File: src/rtl/artemis_ddr3_port_arbiter.sv
// Round-robin command front end for one DDR3 native user port.
// Splits whole-transfer client requests into bursts of at most MAX_BL words.
module artemis_ddr3_port_arbiter #(
    parameter  int CHANNELS = 4,
    parameter  int ADDR_W   = 30,
    parameter  int LEN_W    = 16,
    parameter  int MAX_BL   = 64,
    localparam int CW       = (CHANNELS > 1) ? $clog2(CHANNELS) : 1
) (
    input  logic                       clk,
    input  logic                       rst,
    input  logic [CHANNELS-1:0]        req_valid,
    input  logic [CHANNELS-1:0]        req_write,
    input  logic [CHANNELS*ADDR_W-1:0] req_addr,
    input  logic [CHANNELS*LEN_W-1:0]  req_len,
    output logic [CHANNELS-1:0]        req_ready,
    output logic [CHANNELS-1:0]        done,
    output logic                       busy,
    output logic                       cmd_en,
    output logic [2:0]                 cmd_instr,
    output logic [5:0]                 cmd_bl,
    output logic [ADDR_W-1:0]          cmd_byte_addr,
    input  logic                       cmd_full,
    output logic [CW-1:0]              cmd_chan
);

    typedef enum logic {S_IDLE, S_ISSUE} state_t;

    state_t              r_state;
    state_t              w_next;
    logic [CW-1:0]       r_last;
    logic [CW-1:0]       r_chan;
    logic                r_write;
    logic [ADDR_W-1:0]   r_addr;
    logic [LEN_W-1:0]    r_rem;

    logic [CW-1:0]       w_grant;
    logic [CW-1:0]       w_idx;
    logic                w_any;
    logic                w_accept;
    logic                w_issue;
    logic                w_fire;
    logic                w_done;
    logic [6:0]          w_chunk;

    // Round-robin scan starting just after the last granted channel
    always_comb begin
        w_any   = 1'b0;
        w_grant = '0;
        w_idx   = '0;
        for (int i = 1; i <= CHANNELS; i++) begin
            w_idx = CW'((int'(r_last) + i) % CHANNELS);
            if (!w_any && req_valid[w_idx]) begin
                w_any   = 1'b1;
                w_grant = w_idx;
            end
        end
    end

    // Burst sizing, issue and completion decode
    always_comb begin
        w_issue  = (r_state == S_ISSUE);
        w_accept = (r_state == S_IDLE) && w_any && !rst;
        if (r_rem < LEN_W'(MAX_BL))
            w_chunk = 7'(r_rem);
        else
            w_chunk = 7'(MAX_BL);
        w_fire = w_issue && (r_rem != '0) && !cmd_full;
        w_done = w_issue &&
                 ((r_rem == '0) || (w_fire && (r_rem == LEN_W'(w_chunk))));
    end

    // Output drive; everything except req_ready is zero outside ISSUE
    always_comb begin
        req_ready     = w_accept ? (CHANNELS'(1) << w_grant) : '0;
        done          = w_done ? (CHANNELS'(1) << r_chan) : '0;
        busy          = w_issue;
        cmd_en        = w_fire;
        cmd_instr     = w_issue ? {2'b00, !r_write} : 3'b000;
        cmd_bl        = w_issue ? 6'(w_chunk - 7'd1) : 6'd0;
        cmd_byte_addr = w_issue ? r_addr : '0;
        cmd_chan      = w_issue ? r_chan : '0;
    end

    // State register
    always_ff @(posedge clk or posedge rst) begin
        if (rst)
            r_state <= S_IDLE;
        else
            r_state <= w_next;
    end

    // Next-state logic
    always_comb begin
        w_next = r_state;
        unique case (r_state)
            S_IDLE:  if (w_accept) w_next = S_ISSUE;
            S_ISSUE: if (w_done)   w_next = S_IDLE;
        endcase
    end

    // Request latch on accept; address/remaining advance per burst
    always_ff @(posedge clk or posedge rst) begin
        if (rst) begin
            r_last  <= CW'(CHANNELS - 1);
            r_chan  <= '0;
            r_write <= 1'b0;
            r_addr  <= '0;
            r_rem   <= '0;
        end else if (w_accept) begin
            r_last  <= w_grant;
            r_chan  <= w_grant;
            r_write <= req_write[w_grant];
            r_addr  <= {req_addr[int'(w_grant)*ADDR_W+2 +: ADDR_W-2], 2'b00};
            r_rem   <= req_len[int'(w_grant)*LEN_W +: LEN_W];
        end else if (w_fire) begin
            r_addr  <= r_addr + ADDR_W'({w_chunk, 2'b00});
            r_rem   <= r_rem - LEN_W'(w_chunk);
        end
    end

endmodule

File: config.mk
export PLATFORM = sky130hd
export DESIGN_NAME = artemis_ddr3_port_arbiter
export DESIGN_NICKNAME = d
export VERILOG_FILES = /design/src/rtl/artemis_ddr3_port_arbiter.sv
export SDC_FILE = /design/constraint.sdc
export NUM_CORES = 1
export LEC_CHECK = 0
export BUFFER_PORTS_ARGS = -buffer_cell sky130_fd_sc_hd__buf_4
export CORE_MARGIN = 3
export CORE_UTILIZATION = 50
export DETAILED_ROUTE_END_ITERATION = 6
export PLACE_DENSITY = 0.95
export SYNTH_ARGS = -nofsm -noshare
export SYNTH_HDL_FRONTEND = slang
export SYNTH_SLANG_ARGS = --single-unit
File: constraint.sdc
create_clock -name clk -period 7.74 [get_ports clk]
set_clock_uncertainty 0.05 [all_clocks]
set_input_delay 1.548 -clock clk [delete_from_list [all_inputs] [get_ports clk]]
set_output_delay 1.548 -clock clk [all_outputs]
set_load 0.05 [all_outputs]
## Word level (Yosys, flattened, before mapping)

Cells that the tools add are included.

| cells by class | value |
|---|---|
| $add $sub $neg | 8 |
| multipliers | 1 |
| magnitude comparators | 6 |
| equality and inequality tests | 1 |
| shift operators | 4 |
| muxes and demuxes | 32 |
| bitwise gates (word level) | 1 |
| reduce and logical (&&, ||, !) cells | 19 |

Operator list:

| operator | number |
|---|---|
| indexed part select 120 x 9 -> 28 bit | 1 |
| 2-to-1 mux 30 bit | 3 |
| indexed part select 64 x 7 -> 16 bit | 1 |
| 2-to-1 mux 16 bit | 2 |
| adder 30 x 9 -> 30 bit | 1 |
| == test 16 x 7 -> 1 bit | 1 |
| zero test 16 bit | 1 |
| less-than comparator 16 x 7 -> 1 bit (second input constant) | 1 |
| nonzero test 16 bit | 1 |
| subtractor 16 x 7 -> 16 bit | 1 |
| less-than comparator 2 x 3 -> 1 bit (second input constant) | 5 |
| 2-to-1 mux 1 bit | 12 |
| binary-select mux 1 bit (select 2 bit) | 5 |
| 2-to-1 mux 2 bit | 5 |
| logical AND 1 bit | 9 |
| adder 7 x 2 -> 8 bit (second input constant) | 1 |
| 2-to-1 mux 4 bit | 2 |
| << shifter 1 x 2 -> 4 bit (first input constant) | 2 |
| 2-to-1 mux 7 bit | 1 |
| zero test 1 bit | 6 |
| multiplier 2 x 4 -> 6 bit (second input constant) | 1 |
| 2-to-1 mux 6 bit | 1 |
| subtractor 6 x 1 -> 6 bit (second input constant) | 1 |
| adder 2 x 1 -> 2 bit (second input constant) | 2 |
| 5 further kinds | 6 |

| storage, ports and cells | value |
|---|---|
| bits in registers | 52 |
| input bits | 195 |
| word-level logic and storage cells | 78 |

## Logic depth before layout (Yosys ltp)

| depth | value |
|---|---|
| depth after elaboration | 17 |
| depth in mapped cells | 15 |
| gate-level depth less buffers | 13 |

## Least setup slack after synthesis

OpenSTA, ideal clock, no wires.

| timing | value |
|---|---|
| path type | in2out |
| start | input port rst |
| end | output port req_ready[1] |
| arrival time | 4546 ps |
| required time | 6142 ps |
| slack | 1596 ps |
| stages | 5 |
| cells stage by stage | inv_1 > nand3_1 > clkbuf_1 > clkbuf_1 > nor3b_1 |

| between the ends | value |
|---|---|
| longest elaborated chain between the ends | 3 |

Ends and longest elaborated chain:

| what | line | source |
|---|---|---|
| start, declared | 11 | `input logic rst,` |
| zero test 1 bit (no line) | - |  |
| logical AND 1 bit | 63 | `w_accept = (r_state == S_IDLE) && w_any && !rst;` |
| 2-to-1 mux 4 bit | 75 | `req_ready = w_accept ? (CHANNELS'(1) << w_grant) : '0;` |
| end, declared | 16 | `output logic [CHANNELS-1:0] req_ready,` |

No other way between the ends.

## Worst setup path in the final report

| timing | value |
|---|---|
| start | input port req_valid[2] |
| end | output port req_ready[1] |

| between the ends | value |
|---|---|
| longest elaborated chain between the ends | 15 |
| elaborated cells between the ends (all ways) | 26 |
| those cells by class | shift: 1; mux: 17; reduce/logical: 8 |

Ends and longest elaborated chain:

| what | line | source |
|---|---|---|
| start, declared | 12 | `input logic [CHANNELS-1:0] req_valid,` |
| binary-select mux 1 bit (select 2 bit) | 53 | `if (!w_any && req_valid[w_idx]) begin` |
| 2-to-1 mux 1 bit (implied by the code) | 53 |  |
| 2-to-1 mux 1 bit | 53 |  |
| zero test 1 bit | 53 |  |
| logical AND 1 bit | 53 |  |
| 2-to-1 mux 1 bit | 53 |  |
| zero test 1 bit | 53 |  |
| logical AND 1 bit | 53 |  |
| 2-to-1 mux 1 bit | 53 |  |
| zero test 1 bit | 53 |  |
| logical AND 1 bit | 53 |  |
| 2-to-1 mux 1 bit | 53 |  |
| logical AND 1 bit (2 in a row) | 63 |  |
| 2-to-1 mux 4 bit * | 75 |  |

Mark *: on every way between the ends. The rest lies on a longest branch, timed or not. The select of a mux whose other input is x is not followed.

==> summary.md <==
| Metric | Value |
|---|---|
| Clock buffer depth | 2 |
| Register bit count reported by yosys | 50 |
| Ports | 246 |
| Yosys top cell by area | dfrtp_1 |
| Routed Antenna Nets | 0 |
| Vias per Instance | 5.87 |
| Yosys warning total | 0 |
| Clk pin slew, worst setup/hold paths | 90 ps |
| Maximum vdd drop | 257 uV |
| Peak fanout along the critical path | 48 |
| CTS tree | built |
| FF/Latch Area | 1250 um2 |
| Area fraction of the dominant cell type after synthesis | 0.245 |
| Count of cell types in the netlist | 67 |
| WL final | 16600 um |
| Final Cycle Share | 0.640 |
| Crit. End Element | output port |
| Post CTS Setup Buffer Count | 0 |
| GRT Resource Usage Total | 0.288 |
| Number of flops mapped to enable cells by yosys | 0 |
| Outcome | completed |
| Ys flop type | dfrtp_1 |
| Largest net degree at the start of global routing | 61 |
| Die width | 105 um |
| Layout cell share with drive strength beyond 1 | 0.385 |
| Root Buffer | clkbuf_8 |
| Synth Cell Area | 4900 um2 |
| Area Growth Syn to Fin | 39.0% |
| Die Ht | 105 um |
| Asr flop ratio synth | 1.00 |
| CP Launch Type | primary input |
| Post-cts sizing count | 0 |
| Setup violations, final | 0 |
| Drc violations | 0 |
| Global route total overflow | 0 |
| Worst Path Class, Setup | in -> out |
| Slew HR | 0.280 |
| Multi-input gate area | 3440 um2 |
| CP arrival | 3360 ps |
| Clock sinks | 50 |
| Total die area | 11000 um2 |
| CTS Hold Bufs | 0 |
| PortBufs | 233 |
| First-pass GRT wire length | 26300 um |
| Seq/Total Area, Yosys | 0.256 |
| Ant. Diodes | 0 |
| Unrepaired setup endpoints after global routing | false |
| Slew @ Worst Pin | 1080 ps |
| Cell count of the worst hold path | 1 |
| GP Congestion | 0.964 |
| DRT Pass-1 Iters | 5 |
| Synth top area cells | dfrtp_1, mux2i_1, o211ai_1, mux2_2, nand2_1 |
| Tmin final | 4950 ps |
| Final HPWL DP | 13000 um |
| Via count | 5387 |
| Fin. Hold Viols | 0 |
| # nets final | 991 |
| Initial antenna violation count | 0 |
| Hold WC Path Type | reg -> reg |
| Site Rows | 35 |
| Setup TNS | 0 ps |
| CTS Buf Count | 5 |
| Detailed Route Iter0 Violations | 294 |
| Mapped Cells | 579 |
| Pwr/cell area | 335 nW/um2 |
| H-tree Lvls | 2 |
| Skew-Pair Late Insertion Delay | 310 ps |
| WL/cell | 18.1 um |
| Fmax | 202 MHz |
| R2R depth | 13 |
| Syn_area_per_cell | 8.46 um2 |
| Required @ worst endpoint | 6140 ps |
| Filler cells | 763 |
| Core ar. | 9370 um2 |
| Initial core utilization | 0.523 |
| Vias in the first global route | 5394 |
| Max Cap Viol | 0 |
| Slew Limit Fails | 0 |
| P_leak | 3.13 nW |
| Final Power | 2.28 mW |
==> cell usage in the layout, fill, tap and decap left out, types with 5 or more instances in the layout <==
cell | synthesis | routed
mux2_2 | 31 | 31
conb_1 | 2 | 5
nand4_1 | 5 | 5
inv_1 | 13 | 12
o211ai_1 | 47 | 47
nor2b_1 | 12 | 12
a21oi_1 | 15 | 15
o21ai_0 | 27 | 27
nor3_1 | 7 | 7
nor2_1 | 27 | 27
nand3_1 | 18 | 17
mux2i_1 | 58 | 58
ha_1 | 8 | 8
xnor2_1 | 8 | 8
or4_1 | 5 | 5
buf_4 | 4 | 241
dfrtp_1 | 48 | 48
nand2_1 | 59 | 59
or3_1 | 5 | 5
a211oi_1 | 16 | 15
and3_1 | 7 | 7
o311ai_0 | 7 | 7
and2_1 | 32 | 32
clkbuf_8 | 0 | 6
xor2_1 | 13 | 13
==> critical path, stage by stage <==
cell	delay, ps
buf_4	120
nand2b_1	150
a21boi_0	160
o21ai_4	840
nor3b_1	290
buf_4	240
==> cell families (layout without fill, tap and decap cells) <==
kind of cell	count (synthesis)	after routing	share of synthesized area
DFF	50	50	0.256
other	2	5	0.00153
muxes	89	89	0.190
adders and majority gates	11	11	0.0286
xor gates and xnor gates	21	21	0.0375
and+or+nand+nor	195	195	0.206
AOI/OAI and AO/OA	153	153	0.227
buffers and inverters	58	264	0.0541
==> synthesized netlist by cell type, types with 5 or more instances <==
cell type,n
xor2_1,13
and3_1,7
dfrtp_1,48
nor2b_1,12
buf_2,10
xnor2_1,8
nand2_1,59
nand3_1,18
nor2_1,27
mux2i_1,58
nand4_1,5
inv_1,13
or4_1,5
o311ai_0,7
nor3_1,7
mux2_2,31
a211oi_1,16
buf_1,5
a21oi_1,15
or3_1,5
ha_1,8
o211ai_1,47
and2_1,32
clkbuf_1,22
o21ai_0,27
==> final timing paths <==
kind	start	end	slack [ps]
worst max-delay path	req_valid[2]	req_ready[1]	2790
worst min-delay path	r_write	r_write	460
worst max register to register	r_rem[12]	r_addr[28]	3080
worst min register to register	r_write	r_write	460
max in group asynchronous	rst	r_addr[26]	5810
min in group asynchronous	rst	r_chan[1]	1400
==> per-stage QoR <==
stage          instance area, um2  utilization  hold slack, ps  worst slack, ps  cells
3_5_place_dp                 6720        0.717             435             2800    909
6_report                     6810        0.727             459             2790    917
2_1_floorplan                4910            -             401             1600    582
3_3_place_gp                 6720        0.717             417             2870    909
5_1_grt                      6810        0.727             473             2570    917
4_1_cts                      6810        0.727             457             2780    917
==> metal layers <==
layer,vias up,GRT usage,part of all wire
li1,2551,-,-
met5,-,0,0
met1,2586,0.360,0.41
met4,0,0.0590,0.014
met3,25,0.0500,0.059
met2,225,0.519,0.52
==> state kept, by name, summed over array words and instances, names as in the netlist <==
| signal | flops |
|---|---|
| r_last | 2 |
| r_chan | 2 |
| busy | 1 |
| r_addr | 28 |
| r_write | 1 |
| r_rem | 16 |
==> cell type report <==
class	count	share of cell area
flip-flops and latches	50	0.184
repair buffers	241	0.266
inverters	15	0.00900
clock inverters	1	0.000735
multi-input cells	474	0.504
clock buffers	7	0.0127
well taps	129	0.0237
==> power by group <==
part / switching [mW] / total [mW] / internal (mW) / leakage [nW]
sequential: 0.157 / 0.547 / 0.390 / 0.593
clock: 0.0941 / 0.167 / 0.0725 / 0.0482
combinational: 0.970 / 1.57 / 0.597 / 2.49
No activity file was read; power rests on OpenSTA's default activity.
